`src/rtl/fetch_stage_if.sv`:
```
// Fetch-stage bus: hazard/redirect controls, ProgramMemory port and IF/ID outputs.
// master = fetch stage, slave = surrounding core (or bench).
interface fetch_stage_if;
   logic        stall;
   logic        flush;
   logic        redirect_valid;
   logic [31:0] redirect_pc;
   logic [31:0] imem_instr;
   logic [31:0] imem_addr;
   logic [31:0] pc_value;
   logic [31:0] if_id_pc_plus4;
   logic [31:0] if_id_instr;
   logic        if_id_valid;
   logic        halted;

   modport master (
      input  stall, flush, redirect_valid, redirect_pc, imem_instr,
      output imem_addr, pc_value, if_id_pc_plus4, if_id_instr,
             if_id_valid, halted
   );

   modport slave (
      output stall, flush, redirect_valid, redirect_pc, imem_instr,
      input  imem_addr, pc_value, if_id_pc_plus4, if_id_instr,
             if_id_valid, halted
   );
endinterface

```
`src/rtl/fetch_stage.sv`:
```
// Instruction-fetch stage: owns the PC, reads ProgramMemory, loads IF/ID.
// Halts when the PC leaves [RESET_PC, END_PC); exits on in-range redirect.
module fetch_stage #(
   parameter logic [31:0] RESET_PC     = 32'h0040_0000,
   parameter logic [31:0] PC_INCREMENT = 32'd4,
   parameter int unsigned MEMORY_DEPTH = 64
) (
   input logic           clk,
   input logic           reset,
   fetch_stage_if.master bus
);

   localparam logic [31:0] END_PC = RESET_PC + (32'(MEMORY_DEPTH) << 2);

   typedef enum logic {RUN, HALT} state_e;

   state_e      state_q, state_d;
   logic [31:0] pc_q, pc_d;
   logic [31:0] p4_q, p4_d;
   logic [31:0] instr_q, instr_d;
   logic        valid_q, valid_d;
   logic [31:0] pc_next;
   logic [31:0] tgt;
   logic        tgt_ok;

   always_comb begin
      pc_next = pc_q + PC_INCREMENT;
      tgt     = bus.redirect_pc & ~32'h3;
      tgt_ok  = (tgt >= RESET_PC) && (tgt < END_PC);
      state_d = state_q;
      pc_d    = pc_q;
      p4_d    = p4_q;
      instr_d = instr_q;
      valid_d = valid_q;
      // redirect > stall > flush > normal; HALT behaves as a held PC
      if (bus.redirect_valid) begin
         pc_d    = tgt;
         state_d = tgt_ok ? RUN : HALT;
         p4_d    = '0;
         instr_d = '0;
         valid_d = 1'b0;
      end else if (bus.stall) begin
         if (bus.flush) begin
            p4_d    = '0;
            instr_d = '0;
            valid_d = 1'b0;
         end
      end else if (state_q == HALT) begin
         p4_d    = '0;
         instr_d = '0;
         valid_d = 1'b0;
      end else begin
         pc_d    = pc_next;
         p4_d    = pc_next;
         instr_d = bus.imem_instr;
         valid_d = 1'b1;
         if (pc_next == END_PC) state_d = HALT;
         if (bus.flush) begin
            p4_d    = '0;
            instr_d = '0;
            valid_d = 1'b0;
         end
      end
   end

   always_ff @(posedge clk) begin
      if (reset) begin
         state_q <= RUN;
         pc_q    <= RESET_PC;
         p4_q    <= '0;
         instr_q <= '0;
         valid_q <= 1'b0;
      end else begin
         state_q <= state_d;
         pc_q    <= pc_d;
         p4_q    <= p4_d;
         instr_q <= instr_d;
         valid_q <= valid_d;
      end
   end

   assign bus.imem_addr      = pc_q;
   assign bus.pc_value       = pc_q;
   assign bus.if_id_pc_plus4 = p4_q;
   assign bus.if_id_instr    = instr_q;
   assign bus.if_id_valid    = valid_q;
   assign bus.halted         = (state_q == HALT);

endmodule

```
`src/flat_wrapper.sv`:
```
// flat-port wrapper written by rule: the top's interface ports become plain ports
module fetch_stage_flat 
#(
   parameter logic [31:0] RESET_PC     = 32'h0040_0000,
   parameter logic [31:0] PC_INCREMENT = 32'd4,
   parameter int unsigned MEMORY_DEPTH = 64
)
  (clk, reset, bus_stall, bus_flush, bus_redirect_valid, bus_redirect_pc, bus_imem_instr, bus_imem_addr, bus_pc_value, bus_if_id_pc_plus4, bus_if_id_instr, bus_if_id_valid, bus_halted);
  fetch_stage_if bus_i ();
  input logic clk;
  input logic reset;
  input wire logic [$bits(bus_i.stall)-1:0] bus_stall;
  input wire logic [$bits(bus_i.flush)-1:0] bus_flush;
  input wire logic [$bits(bus_i.redirect_valid)-1:0] bus_redirect_valid;
  input wire logic [$bits(bus_i.redirect_pc)-1:0] bus_redirect_pc;
  input wire logic [$bits(bus_i.imem_instr)-1:0] bus_imem_instr;
  output wire logic [$bits(bus_i.imem_addr)-1:0] bus_imem_addr;
  output wire logic [$bits(bus_i.pc_value)-1:0] bus_pc_value;
  output wire logic [$bits(bus_i.if_id_pc_plus4)-1:0] bus_if_id_pc_plus4;
  output wire logic [$bits(bus_i.if_id_instr)-1:0] bus_if_id_instr;
  output wire logic [$bits(bus_i.if_id_valid)-1:0] bus_if_id_valid;
  output wire logic [$bits(bus_i.halted)-1:0] bus_halted;
  assign bus_i.stall = bus_stall;
  assign bus_i.flush = bus_flush;
  assign bus_i.redirect_valid = bus_redirect_valid;
  assign bus_i.redirect_pc = bus_redirect_pc;
  assign bus_i.imem_instr = bus_imem_instr;
  assign bus_imem_addr = bus_i.imem_addr;
  assign bus_pc_value = bus_i.pc_value;
  assign bus_if_id_pc_plus4 = bus_i.if_id_pc_plus4;
  assign bus_if_id_instr = bus_i.if_id_instr;
  assign bus_if_id_valid = bus_i.if_id_valid;
  assign bus_halted = bus_i.halted;
  fetch_stage #(.RESET_PC(RESET_PC), .PC_INCREMENT(PC_INCREMENT), .MEMORY_DEPTH(MEMORY_DEPTH)) u_core (.clk(clk), .reset(reset), .bus(bus_i));
endmodule
```
`config.mk`:
```
export PLATFORM = sky130hd
export DESIGN_NAME = fetch_stage_flat
export DESIGN_NICKNAME = d
export VERILOG_FILES = /design/src/rtl/fetch_stage_if.sv /design/src/rtl/fetch_stage.sv /design/src/flat_wrapper.sv
export SDC_FILE = /design/constraint.sdc
export NUM_CORES = 1
export LEC_CHECK = 0
export CORE_UTILIZATION = 39
export DETAILED_ROUTE_END_ITERATION = 8
export MAX_ROUTING_LAYER = met4
export PLACE_DENSITY_LB_ADDON = 0.08
export SYNTH_ARGS = -nofsm -noshare
export SYNTH_HDL_FRONTEND = slang
export SYNTH_SLANG_ARGS = --single-unit
```
`constraint.sdc`:
```
create_clock -name clk -period 2.5 [get_ports clk]
set_input_delay 0.5 -clock clk [delete_from_list [all_inputs] [get_ports clk]]
set_output_delay 0.5 -clock clk [all_outputs]
set_load 0.01 [all_outputs]
```
# ---- Word-level counts from Yosys, hierarchy flattened
# Cells that the tools add are included.
dict set report totals {
  reg_bits 98
  inputBits 69
  output_inout_bits 130
  wordCells 38
}
dict set report classes {
  n_addsub 1
  n_lt_le_gt_ge 2
  n_eq_ne 4
  muxes 19
  bitwise 2
  reduce_logical 4
}
# operator n
set op_table {}
lappend op_table {{2-to-1 mux 32 bit} 10}
lappend op_table {{adder 32 x 3 -> 32 bit, second input constant} 1}
lappend op_table {{equality test 32 x 23 -> 1 bit, second input constant} 1}
lappend op_table {{>= comparator 32 x 23 -> 1 bit, second input constant} 1}
lappend op_table {{< comparator 32 x 23 -> 1 bit, second input constant} 1}
lappend op_table {{2-to-1 mux 1 bit} 9}
lappend op_table {{inequality test 2 x 1 -> 1 bit, second input constant} 2}
lappend op_table {{AND reduction 2 bit} 2}
lappend op_table {{inequality test 2 bit, second input constant} 1}
lappend op_table {{inverter 1 bit} 2}
lappend op_table {{OR reduction 2 bit} 1}
lappend op_table {{logical AND 1 bit} 1}

# ---- Depth between registers and ports, before layout
dict set report depth {
  word_depth 6
  mapped_depth 9
  depth_no_buf 8
}

# ---- Worst setup path before layout
# No wires, ideal clock.
dict set report synth_path {
  kind {register to register}
  from {reg u_core.pc_q[3], in the netlist u_core.bus.imem_addr[3]}
  to {reg u_core.state_q, in the netlist u_core.bus.halted}
  setup_ps 69
  arrival_time_ps 2590
  t_required_ps 2431
  setup_slack_ps -159
  path_stages_with_launch 10
  path_buffers 1
  synth_period_minus_slack_ps 2659
  path_cell_list {dfxtp_1 > ha_1 > buf_4 > nand3_4 > nor2_2 > xor2_1 > or3b_1 > or4_1 > or4_1 > o21ai_1}
}
dict set report synth_via {
  elab_chain_len 6
}
# item line
set synth_rtl {}
lappend synth_rtl {{start: declaration} fetch_stage.sv:18} ;# logic [31:0] pc_q, pc_d;
lappend synth_rtl {{start signal: assignment} fetch_stage.sv:75} ;# pc_q <= pc_d;
lappend synth_rtl {{adder 32 x 3 -> 32 bit} fetch_stage.sv:27} ;# pc_next = pc_q + PC_INCREMENT;
lappend synth_rtl {{equality test 32 x 23 -> 1 bit} fetch_stage.sv:57} ;# if (pc_next == END_PC) state_d = HALT;
lappend synth_rtl {{2-to-1 mux 1 bit} fetch_stage.sv:57}
lappend synth_rtl {{2-to-1 mux 1 bit} fetch_stage.sv:48} ;# end else if (state_q == HALT) begin
lappend synth_rtl {{2-to-1 mux 1 bit} fetch_stage.sv:42} ;# end else if (bus.stall) begin
lappend synth_rtl {{2-to-1 mux 1 bit} fetch_stage.sv:36} ;# if (bus.redirect_valid) begin
lappend synth_rtl {{end signal: assignment} fetch_stage.sv:74} ;# state_q <= state_d;
lappend synth_rtl {{end: declaration} fetch_stage.sv:17} ;# state_e state_q, state_d;
# Every way passes these cells. The select of a mux whose other input is x is not followed.
# A chain may end at the register's enable or synchronous reset.

# ---- Final worst setup path
dict set report layout_path {
  from {reg u_core.pc_q[11], in the netlist u_core.bus.imem_addr[11]}
  to {reg u_core.state_q, in the netlist u_core.bus.halted}
}
# The elaborated chain is that of the path after synthesis.

==> metrics.md <==
| Metric | Value |
|---|---|
| Depth of the worst hold-timing path | 2 |
| Largest stage delay on the critical path | roughly 580 ps |
| Total via count in the routed design | 4,901 |
| Final Skew | 7.730 ps |
| #FFs+latches synth | 94 |
| Remaining global-route overflow | 0 |
| Largest fanout of any net on the critical path | 12 |
| Cell at the root of the clock tree | clkbuf_16 |
| Initial antenna violation count | 0 |
| Count of buffers inserted at the top-level ports | 190 |
| Residual DRC | 0 |
| Maximum VDD drop | 0.2666 mV |
| FF-to-FF path depth | 8 |
| Min Tclk post-route | 2460 ps |
| Die footprint | 12,940 um2 |
| Highest clock rate | 0.4065 GHz |
| Data arrival time of the critical path | ~2700 ps |
| Routed Antenna Nets | 0 |
| P_leak | 2.739 nW |
| Cell family contributing the most delay on the critical path | simple AND/OR/NAND/NOR gates |
| Standard cell core area | 12,110 um2 |
| Asr flop ratio synth | 0% |
| Violation count after the first detailed-routing iteration | 272 |
| Required time of the critical path | 2770 ps |
| Run status | finished, final reports clean |
| Wire per inst | 15.27 um |
| Number of buffers created by CTS | 9 |
| Part of the Yosys area used for sequential elements | 38.63% |
| Die outline height | 113.8 um |
| Worst-margin pin slew | 555.4 ps |
| Average cell area after synthesis | ~8.1 um2 |
| Antenna diode count | 0 |
| Area growth from synthesis to layout | 53.02% |
| Number of sinks handled by clock tree synthesis | 94 |
| Fraction of the cycle the final worst path needs | a little under 100% |
| Number of instances in the synthesized netlist | 602 |
| Largest net degree at the start of global routing | 64 |
| Ordered list of cells on the worst path | nand4_1 -> nor3_2 -> buf_4 -> nand4b_1 -> xnor2_1 -> or4b_1 -> or4_1 -> o21ai_1 |
| H-tree level count | 3 |
| Site Rows | 40 |
| GR Util All Layers | 23.27% |
| Min-Delay Path Class | reg -> reg |
| Proportion of layout cells with a drive suffix above 1 | 13.64% |
| Crit path depth | 8 |
| RSZ-0062 raised after global routing | yes |
| Hold Worst Slack | between 400 and 500 ps |
| Synth warn | 0 |
| Critical path start-end classification | reg -> reg |
| Number of distinct standard cells referenced by the synthesized netlist | 43 |
| Number of search-and-repair iterations in the first detailed-routing pass | 5 |
| Library cell contributing the largest single delay on the critical path | or4b_1 |
| Clock Latency Late Sink | ~340 ps |
| Worst slew margin relative to its limit | 62.98% |
| Cts hold-fix bufs | 0 |
| Most used flip-flop cell after synthesis | dfxtp_1 |
| Final weighted congestion of routability-driven global placement | 0.8436 |
| Max-slew violation count | 0 |
| Number of global-route vias before repair | 4,514 |
| Syn Std Cell Area | 4871 um2 |
| Critical path startpoint category | flop |
| Count of endpoints failing setup in the final report | 0 |
| Number of hold-slack violations in the final timing report | 0 |
| Number of max-cap violations | 0 |
| Clock tree from TritonCTS | built |
| Maximum buffer depth of the clock tree | 2 |
| Vias per cell | between 5 and 6 |
| Routed Wire Length | 14,760 um |
| Fin nets | just under 900 |
| Power after layout | 3.533 mW |
| CP Buf/Inv Count | 1 |
| Wire length of the first global-routing pass | ~23,000 um |
| Top-Level Pins | roughly 200 |
| Endpoint type of the worst setup path | flop |
| Clk slew on worst S/H paths | 70 ps |
| Areal power density over the cells | 474.0 nW/um2 |
| Die X | 113.8 um |
| Placed wire-length estimate | 10,830 um |
| Initial Utilization | around two fifths |
| Number of enable flip-flop cells after synthesis | 0 |
[final cells by class]
class / instances / area (um2)
Clock buffer: 12 / 246.5
Clock inverter: 4 / 30.03
Fill cell: 1126 / 4658
Inverter: 1 / 3.754
Multi-Input combinational cell: 422 / 2576
Sequential cell: 94 / 1889
Tap cell: 168 / 210.2
Timing Repair Buffer: 266 / 2497
[what timing repair did]
item / CTS / global route
pin swaps: 4 / 7
hold endpoints to repair: 0 / 0
endpoints found under the setup margin: 1 / 1
buffers inserted: 5 / 2
cloned: 0 / 0
resized for setup: 11 / 5
[layer usage]
layer	up-vias	track usage (%)	wire (um)	share of wire [%]
li1	2418	-	-	-
met1	2270	31.50	7189	49
met2	194	35.69	6551	44
met3	19	3.294	800	5.4
met4	0	7.632	221	1.5
met5	-	-	0	0
[final timing paths]
path	from	end	slack [ps]
setup reg to reg	u_core.bus.imem_addr[11]$_SDFFE_PP0P_	u_core.bus.halted$_SDFFE_PP0P_	40
hold reg to reg	u_core.bus.if_id_valid$_SDFFE_PP0P_	u_core.bus.if_id_valid$_SDFFE_PP0P_	470
hold / removal	u_core.bus.if_id_valid$_SDFFE_PP0P_	u_core.bus.if_id_valid$_SDFFE_PP0P_	470
setup / recovery	u_core.bus.imem_addr[11]$_SDFFE_PP0P_	u_core.bus.halted$_SDFFE_PP0P_	40
[metrics by stage]
stage / TNS [ps] / std cells / cell area (um2) / setup WS (ps) / util, %
global placement: -545.6 / 944 / 7054 / -545.6 / 58.24
finish: 0 / 967 / 7453 / 39.74 / 61.54
global route: -47.78 / 967 / 7453 / -47.78 / 61.54
floorplan: 0 / 607 / 4895 / 4.458 / -
detailed placement: -579.8 / 944 / 7054 / -575.5 / 58.24
CTS: 0 / 965 / 7413 / 3.350 / 61.21
[state kept, by name, summed over array words and instances, names as in the netlist]
| signal | count |
|---|---|
| u_core.bus.halted | 1 |
| u_core.bus.if_id_instr | 32 |
| u_core.bus.if_id_pc_plus4 | 30 |
| u_core.bus.if_id_valid | 1 |
| u_core.bus.imem_addr | 30 |
[placed cells by master, fill, tap and decap left out, drive strengths merged, types with 11 or more instances in the layout]
cell / Yosys / routed
nor3: 11 / 11
clkbuf: 35 / 12
a22oi: 61 / 61
nand4: 16 / 16
clkdlybuf4s50: 0 / 187
dfxtp: 94 / 94
xnor2: 32 / 32
xor2: 28 / 28
nor2: 123 / 123
o21ai: 11 / 11
buf: 55 / 77
nand2: 25 / 25
nand3: 20 / 20
a21oi: 28 / 28
[cell families after synthesis]
kind of cell             count (synthesis)  synth area share [%]
flip-flops                              94                 38.63
adder cells (fa/ha/maj)                  2                0.5137
other                                    1               0.07699
AND/OR/NAND/NOR                        240                 23.48
XOR/XNOR                                60                 10.79
AO/OA/AOI/OAI                          109                 15.03
buffers and inverters                   91                 10.45
multiplexers                             5                 1.028
[synth_stat cells (4+ instances only)]
cell type / n / area, um2
buf_4: 40 / 300.3
or3_1: 4 / 25.02
dfxtp_1: 94 / 1882
clkbuf_1: 35 / 131.4
o21ai_0: 10 / 50.05
nand3_1: 19 / 95.09
and3_1: 8 / 50.05
nor2b_1: 6 / 37.54
nor3_1: 10 / 50.05
nor4_1: 8 / 50.05
nand2_1: 25 / 93.84
xnor2_1: 32 / 280.3
nand4_1: 16 / 100.1
xor2_1: 28 / 245.2
buf_2: 14 / 70.07
mux2i_1: 5 / 50.05
and4_1: 4 / 35.03
a22oi_1: 61 / 457.9
a21oi_1: 28 / 140.1
nor2_1: 121 / 454.2
[report_power, final]
| group | total, mW | internal, mW | switching [mW] |
|---|---|---|---|
| sequential | 1.57 | 1.54 | 0.0347 |
| clock | 1.30 | 0.708 | 0.588 |
| combinational | 0.664 | 0.354 | 0.311 |
[tightest hold or removal path, cell delays in order (launching register included)]
cell     delay (ps)
dfxtp_1         310
nand2_1          50
a21oi_1          60
Note: power is estimated with default switching activity, not from simulation.
